[src/rtl/serial_adder_ctrl_pkg.sv]
// Shared definitions for the bit-serial adder: default width, FSM states and
// the bit-counter width helper.
package serial_adder_ctrl_pkg;

  localparam int unsigned ADD_W = 8;

  typedef enum logic [1:0] {
    StIdle  = 2'd0,
    StShift = 2'd1,
    StDone  = 2'd2
  } state_e;

  function automatic int unsigned cnt_width(input int unsigned w);
    return (w > 1) ? $clog2(w) : 1;
  endfunction

endpackage

[src/rtl/serial_adder_ctrl_if.sv]
// Request/result bundle of the bit-serial adder; master drives the operands,
// slave (the adder) returns status and result.
interface serial_adder_ctrl_if
  import serial_adder_ctrl_pkg::*;
#(
  parameter int unsigned W = ADD_W
) ();

  logic         start;
  logic [W-1:0] a;
  logic [W-1:0] b;
  logic         cin;
  logic         busy;
  logic         done;
  logic [W-1:0] sum;
  logic         cout;
  logic         ovf;

  modport master (
    output start, a, b, cin,
    input  busy, done, sum, cout, ovf
  );

  modport slave (
    input  start, a, b, cin,
    output busy, done, sum, cout, ovf
  );

endinterface

[src/rtl/serial_adder_ctrl_fa.sv]
// 1-bit full-adder cell used once by the serial adder.
module serial_adder_ctrl_fa (
  input  logic a,
  input  logic b,
  input  logic ci,
  output logic co,
  output logic s
);

  assign s  = a ^ b ^ ci;
  assign co = (a & b) | (ci & (a ^ b));

endmodule

[src/rtl/serial_adder_ctrl.sv]
// Bit-serial W-bit adder: streams latched operands LSB-first through one
// full-adder cell and reassembles the sum in a shift register.
module serial_adder_ctrl
  import serial_adder_ctrl_pkg::*;
#(
  parameter int unsigned W = ADD_W
) (
  input logic            clk,
  input logic            rst_n,
  serial_adder_ctrl_if.slave bus
);

  localparam int unsigned CNT_W = cnt_width(W);
  localparam logic [CNT_W-1:0] CntLast = CNT_W'(W - 1);
  localparam logic [CNT_W-1:0] CntMsb  = CNT_W'(W - 2);

  state_e           state;
  logic [W-1:0]     sh_a;
  logic [W-1:0]     sh_b;
  logic [W-1:0]     sh_sum;
  logic [W-1:0]     sum;
  logic [CNT_W-1:0] cnt;
  logic             carry;
  logic             c_msb_in;
  logic             cout;
  logic             ovf;
  logic             busy;
  logic             done;
  logic             fa_s;
  logic             fa_c;

  serial_adder_ctrl_fa u_fa (
    .a  (sh_a[0]),
    .b  (sh_b[0]),
    .ci (carry),
    .co (fa_c),
    .s  (fa_s)
  );

  always_ff @(posedge clk or negedge rst_n) begin
    if (!rst_n) begin
      state    <= StIdle;
      sh_a     <= '0;
      sh_b     <= '0;
      sh_sum   <= '0;
      sum      <= '0;
      cnt      <= '0;
      carry    <= 1'b0;
      c_msb_in <= 1'b0;
      cout     <= 1'b0;
      ovf      <= 1'b0;
      busy     <= 1'b0;
      done     <= 1'b0;
    end else begin
      done <= 1'b0;
      unique case (state)
        StIdle, StDone: begin
          if (bus.start) begin
            sh_a  <= bus.a;
            sh_b  <= bus.b;
            carry <= bus.cin;
            cnt   <= '0;
            busy  <= 1'b1;
            state <= StShift;
          end else begin
            state <= StIdle;
          end
        end
        StShift: begin
          carry  <= fa_c;
          sh_sum <= {fa_s, sh_sum[W-1:1]};
          sh_a   <= sh_a >> 1;
          sh_b   <= sh_b >> 1;
          cnt    <= cnt + 1'b1;
          // Carry out of bit W-2 is the carry into the sign bit.
          if (cnt == CntMsb) begin
            c_msb_in <= fa_c;
          end
          if (cnt == CntLast) begin
            sum   <= {fa_s, sh_sum[W-1:1]};
            cout  <= fa_c;
            ovf   <= c_msb_in ^ fa_c;
            busy  <= 1'b0;
            done  <= 1'b1;
            state <= StDone;
          end
        end
        default: state <= StIdle;
      endcase
    end
  end

  assign bus.busy = busy;
  assign bus.done = done;
  assign bus.sum  = sum;
  assign bus.cout = cout;
  assign bus.ovf  = ovf;

endmodule

[src/flat_wrapper.sv]
// flat-port wrapper written by rule: the top's interface ports become plain ports
module serial_adder_ctrl_flat import serial_adder_ctrl_pkg::*;
#(
  parameter int unsigned W = ADD_W
)
  (clk, rst_n, bus_start, bus_a, bus_b, bus_cin, bus_busy, bus_done, bus_sum, bus_cout, bus_ovf);
  serial_adder_ctrl_if #(.W(W)) bus_i ();
  input logic clk;
  input logic rst_n;
  input wire logic [$bits(bus_i.start)-1:0] bus_start;
  input wire logic [$bits(bus_i.a)-1:0] bus_a;
  input wire logic [$bits(bus_i.b)-1:0] bus_b;
  input wire logic [$bits(bus_i.cin)-1:0] bus_cin;
  output wire logic [$bits(bus_i.busy)-1:0] bus_busy;
  output wire logic [$bits(bus_i.done)-1:0] bus_done;
  output wire logic [$bits(bus_i.sum)-1:0] bus_sum;
  output wire logic [$bits(bus_i.cout)-1:0] bus_cout;
  output wire logic [$bits(bus_i.ovf)-1:0] bus_ovf;
  assign bus_i.start = bus_start;
  assign bus_i.a = bus_a;
  assign bus_i.b = bus_b;
  assign bus_i.cin = bus_cin;
  assign bus_busy = bus_i.busy;
  assign bus_done = bus_i.done;
  assign bus_sum = bus_i.sum;
  assign bus_cout = bus_i.cout;
  assign bus_ovf = bus_i.ovf;
  serial_adder_ctrl #(.W(W)) u_core (.clk(clk), .rst_n(rst_n), .bus(bus_i));
endmodule
[config.mk]
export PLATFORM = sky130hd
export DESIGN_NAME = serial_adder_ctrl_flat
export DESIGN_NICKNAME = d
export VERILOG_FILES = /design/src/rtl/serial_adder_ctrl_pkg.sv /design/src/rtl/serial_adder_ctrl_if.sv /design/src/rtl/serial_adder_ctrl_fa.sv /design/src/rtl/serial_adder_ctrl.sv /design/src/flat_wrapper.sv
export SDC_FILE = /design/constraint.sdc
export NUM_CORES = 1
export LEC_CHECK = 0
export BUFFER_PORTS_ARGS = -buffer_cell sky130_fd_sc_hd__clkbuf_2
export CORE_ASPECT_RATIO = 0.6
export CORE_MARGIN = 8
export CORE_UTILIZATION = 60
export DETAILED_ROUTE_END_ITERATION = 16
export GPL_TIMING_DRIVEN = 1
export PLACE_DENSITY = 0.94
export SLEW_MARGIN = 40
export SYNTH_ARGS = -nofsm -noshare
export SYNTH_HDL_FRONTEND = slang
export SYNTH_SLANG_ARGS = --single-unit
[constraint.sdc]
create_clock -name clk -period 4.9 [get_ports clk]
set_clock_uncertainty 0.1 [all_clocks]
set_input_delay 0.245 -clock clk [delete_from_list [all_inputs] [get_ports clk]]
set_output_delay 0.245 -clock clk [all_outputs]
set_load 0.02 [all_outputs]
Yosys cells after proc, flatten, opt, wreduce, memory -nomap -nowiden
Cells that the tools add are included.

Flip-flop bits (word level): 43. Input bits: 20. Output and inout bits: 12. Word-level logic and storage cells: 48.

$add $sub $neg: 1. Equal/unequal tests: 6. Multiplexer cells: 16. Bitwise operators: 6. Reductions and logical operators: 7.

Operators by type and width (count): case mux 8 bit (2 select lines) (2); 2-to-1 mux 8 bit (2); == test 3 bit, second input constant (2); 2-to-1 mux 1 bit (6); case mux 3 bit (2 select lines) (1); AND reduction 2 bit (3); case mux 1 bit (2 select lines) (2); case mux 2 bit (2 select lines) (1); adder 3 x 1 -> 3 bit, second input constant (1); 2-to-1 mux 3 bit (1); AND reduction 3 bit (1); bitwise XOR 1 bit (3); AND 1 bit (2); == test 2 x 1 -> 1 bit, second input constant (1); == test 2 bit, second input constant (1); zero test 2 bit (1); 2-to-1 mux 2 bit (1); != test 2 x 1 -> 1 bit, second input constant (1); != test 2 bit, second input constant (1); nonzero test 2 bit (1); OR reduction 2 bit (1); bitwise OR 1 bit (1).

Logic depth before layout (Yosys ltp)
Depth in word-level cells: 4. Depth in mapped cells: 5. Mapped depth without buffers: 4.

Modules after synthesis
A second synthesis with hierarchy kept.

Cells, all modules: 146. Area total of the unflattened synthesis: 2078.2 sq um.

Modules (own cells, without submodules): serial_adder_ctrl (instances 1, cells an instance 145, area each 2058.2 sq um, sequential area each 1051.0 sq um); serial_adder_ctrl_fa (instances 1, cells an instance 1, area each 20.0 sq um, sequential area each 0.0 sq um).

Worst setup path after synthesis
Ideal clock, no wire load.

Path type: register to register. From: register u_core.cnt[0]. To: register u_core.cout, in the netlist u_core.bus.cout. Arrival time: 1.355 ns. Required time: 4.675 ns. Path slack: 3.320 ns. Cell stages (with the launch flop): 6. Buffers on the path: 1. Clock period less this slack: 1.580 ns. Path through: dfrtp_1 -> ha_1 -> ha_1 -> nand3b_4 -> buf_6 -> mux2_4.

Word-level cells in the longest chain between the ends: 2.

RTL lines: start: declaration (line serial_adder_ctrl.sv:22) `logic [CNT_W-1:0] cnt;`; start signal: assignment (line serial_adder_ctrl.sv:74) `cnt <= cnt + 1'b1;`; == test 3 bit (line serial_adder_ctrl.sv:79) `if (cnt == CntLast) begin`; AND reduction 2 bit (no line); end signal: assignment (line serial_adder_ctrl.sv:50) `cout <= 1'b0;`; end signal: assignment (line serial_adder_ctrl.sv:81) `cout <= fa_c;`; end: declaration (line serial_adder_ctrl.sv:25) `logic cout;`.

Every way passes these cells. A chain may end at the register's enable or synchronous reset.

Final worst setup path
From: register u_core.state[1]. To: register u_core.sum[0], in the netlist u_core.bus.sum[0].

Word-level cells in the longest chain between the ends: 2.

RTL lines: start: declaration (line serial_adder_ctrl.sv:17) `state_e state;`; start signal: assignment (line serial_adder_ctrl.sv:42) `state <= StIdle;`; start signal: assignment (line serial_adder_ctrl.sv:64) `state <= StShift;`; start signal: assignment (line serial_adder_ctrl.sv:66) `state <= StIdle;`; == test 2 x 1 -> 1 bit (line serial_adder_ctrl.sv:56) `unique case (state)`; AND reduction 2 bit (no line); end signal: assignment (line serial_adder_ctrl.sv:80) `sum <= {fa_s, sh_sum[W-1:1]};`; end: declaration (line serial_adder_ctrl.sv:21) `logic [W-1:0] sum;`.

Every way passes these cells.

==> impl_metrics.toml <==
[layout]
layout-drive-gt1-share_pct = 34.7
insertedDiodeCount = 0
final_net_count = 199
fin_util_pct = 70.9
syn_to_final_growth_pct = 12.0
final_cells = 221

[global_route]
track_usage_pct = 15.8
grt.met1_usage_pct = 17.6
grt_start_max_net_pins = 43
antenna_found_initial = 0
first_global_vias = 1379
grt_pass1_wl_um = 6790
grt.met3_usage_pct = 4.62
grt-ovfl-total = 0
busiest_layer = "met2"
met2_usage_pct = 27.2

[synthesis]
yosysWarningCount = 0
synth_edf_count = 0
synth_cell_types = 25
synthTopCellsByArea = "dfrtp_1, mux2i_1, mux2_2, mux2_4, buf_6"
ys_top_cells_by_count = "mux2i_1, dfrtp_1, mux2_2"
avgSynthCellArea_um2 = 14.2
synth_cells = 146
syn_nets = 170
async_flop_share_pct = 100
ys_ff_latch = 42
synth.most_common_cell = "mux2i_1"
synth_top_flop_cell = "dfrtp_1"
synth_area_leader_cell = "dfrtp_1"
syn_area_um2 = 2080
yosysSeqAreaShare_pct = 50.6
yosys.area.top_type_share_pct = 50.6

[placed_design]
post-place-cells = 212
portBuffers = 31
gp_congestion = 0.719
dp_hpwl_um = 2690
place_ws_ps = 3170

[timing]
fin_ws_ps = 3150
report.final.setup_viol = 0
slew_violations = 0
slew_headroom_pct = 51.8
finalHoldViolations = 0
fmax_ghz = 0.570
fin_crit_ps = 1750
rsz0062_at_grt = "false"
hold_slack_ps = 135
tightestPinTransition_ps = 723
finalCritPeriodShare_pct = 35.8
tns_ps = 0

[hold_path]
whs_endpoint = "u_core.sh_a[0]"
min_path_type = "input pin to flip-flop"
hold-path-cell-count = 3
min_from = "bus_a[0]"

[clock_network]
tritoncts = "done"
cts_buffers = 5
cts_max_level = 2
cts_root_buf = "clkbuf_8"
clk_pin_slew_worst_paths_ps = 80
cts_buffer_depth = 2
cts_sinks = 42
clk_latency_ps = 300

[routing]
route.antenna.remaining_nets = 0
drcViolationCount = 0
drt_wl_total_um = 4110
dr.pass1.iters = 4
vias = 1227
drt_first_iter_violations = 61
wl_per_cell_um = 18.6
vias_per_cell = 5.55

[floorplan]
ios = 32
start_util_pct = 63.3
die_area_um2 = 5660
dieWidth_um = 92.0
core_area_um2 = 3280
rows = 16
die-height_um = 61.6

[setup_path]
cp_slowest_cell = "dfrtp_2"
critical_path_arrival_ps = 1840
setup.worst_path.start_class = "flip-flop"
worstRegToRegCells = 2
critical_path.cell_chain = "nand3b_4, mux2_2"
endpoint_kind = "flip-flop"
rr_endpoint = "u_core.bus.sum[0]"
reg2reg_slack_ps = 3150
cp_top_family = "flip-flops"
max_stage_delay_ps = 770
required_ps = 4990
critPathKind = "flip-flop to flip-flop"
worstReg2RegStart = "u_core.state[1]"
cp_max_fo = 25
crit_buf_inv = 0

[power]
p_leak_nw = 1.19
power_density_nw_per_um2 = 637
netSwitchingFraction_pct = 35.8
seqPwrFrac_pct = 46.2
switching_power_mw = 0.531
peakVddDrop_mv = 0.302
clockPowerShare_pct = 18.3
pwr-share-comb_pct = 35.4
p_int_mw = 0.953

[run]
max_cap_viol_count = 0

[outcome]
outcome = "finished clean"
==> cells in the final DEF, fill, tap and decap left out, drive strengths merged, types with 2 or more instances in the layout <==
cell    count
clkbuf     37
mux2       19
a22o        2
mux2i      47
inv         5
nand2b      3
o21ai       3
ha          3
nand3       2
dfrtp      42
==> tightest hold or removal path, cell delays in order <==
cell and delay [ps]:
clkbuf_2 80, mux2i_1 60, mux2i_1 110
==> power by group through the flow <==
| stage | clock [mW] | combinational (mW) | sequential (mW) |
|---|---|---|---|
| 6_report | 0.272 | 0.526 | 0.686 |
| 5_1_grt | 0.290 | 0.573 | 0.706 |
| 4_1_cts | 0.275 | 0.534 | 0.683 |
| 3_5_place_dp | 0 | 0.526 | 0.681 |
| 3_3_place_gp | 0 | 0.497 | 0.664 |
| 2_1_floorplan | 0 | 0.420 | 0.651 |
==> worst max path at each step <==
stage	start	end	slack, ps	cells after the start
final	u_core.state[1]	u_core.bus.sum[0]	3150	2
after global routing	u_core.state[0]	u_core.bus.sum[4]	3090	2
after CTS	u_core.state[1]	u_core.bus.sum[0]	3160	2
after detailed placement	u_core.state[1]	u_core.bus.sum[0]	3170	2
after global placement	u_core.state[0]	u_core.bus.sum[7]	2830	2
after floorplan	u_core.cnt[0]	u_core.bus.cout	3320	5
==> cells by family after synthesis <==
kind of cell,share of synthesized area (%)
muxes,34.4
DFF,50.6
buffers and inverters,5.12
and+or+nand+nor,3.61
AOI/OAI and AO/OA,2.71
adders and majority gates,2.77
xor gates and xnor gates,0.843
==> metal layers <==
layer / wire length (um) / vias up
met2: 2020 / 29
met5: 0 / -
met3: 133 / 12
li1: - / 576
met4: 129 / 0
met1: 1830 / 610
==> cell type report <==
type,instances,area (um2)
inverters,5,18.8
clock inverters,2,37.5
flip-flops and latches,42,1050
clock buffers,6,72.6
well taps,45,56.3
multi-input cells,89,921
repair buffers,32,168
fillers,214,956
==> stage by stage <==
stage	power (mW)	area [um2]
after floorplan	1.07	2080
after global placement	1.16	2200
after detailed placement	1.21	2210
after CTS	1.49	2330
after global routing	1.57	2330
final	1.48	2330
==> sequential cells by signal (all words and copies together), names as in the netlist <==
register and cells:
u_core.bus.sum 8, u_core.sh_a 8, u_core.sh_b 8, u_core.sh_sum 7, u_core.cnt 3, u_core.state 2
u_core.bus.busy 1, u_core.bus.cout 1, u_core.bus.done 1, u_core.bus.ovf 1, u_core.c_msb_in 1, u_core.carry 1
==> timing repair <==
item	4_1_cts	5_1_grt
endpoints found under the hold margin	42	0
resized for setup	0	0
setup buffers	0	0
hold buffers	1	0
Note: power is estimated with default switching activity, not from simulation.
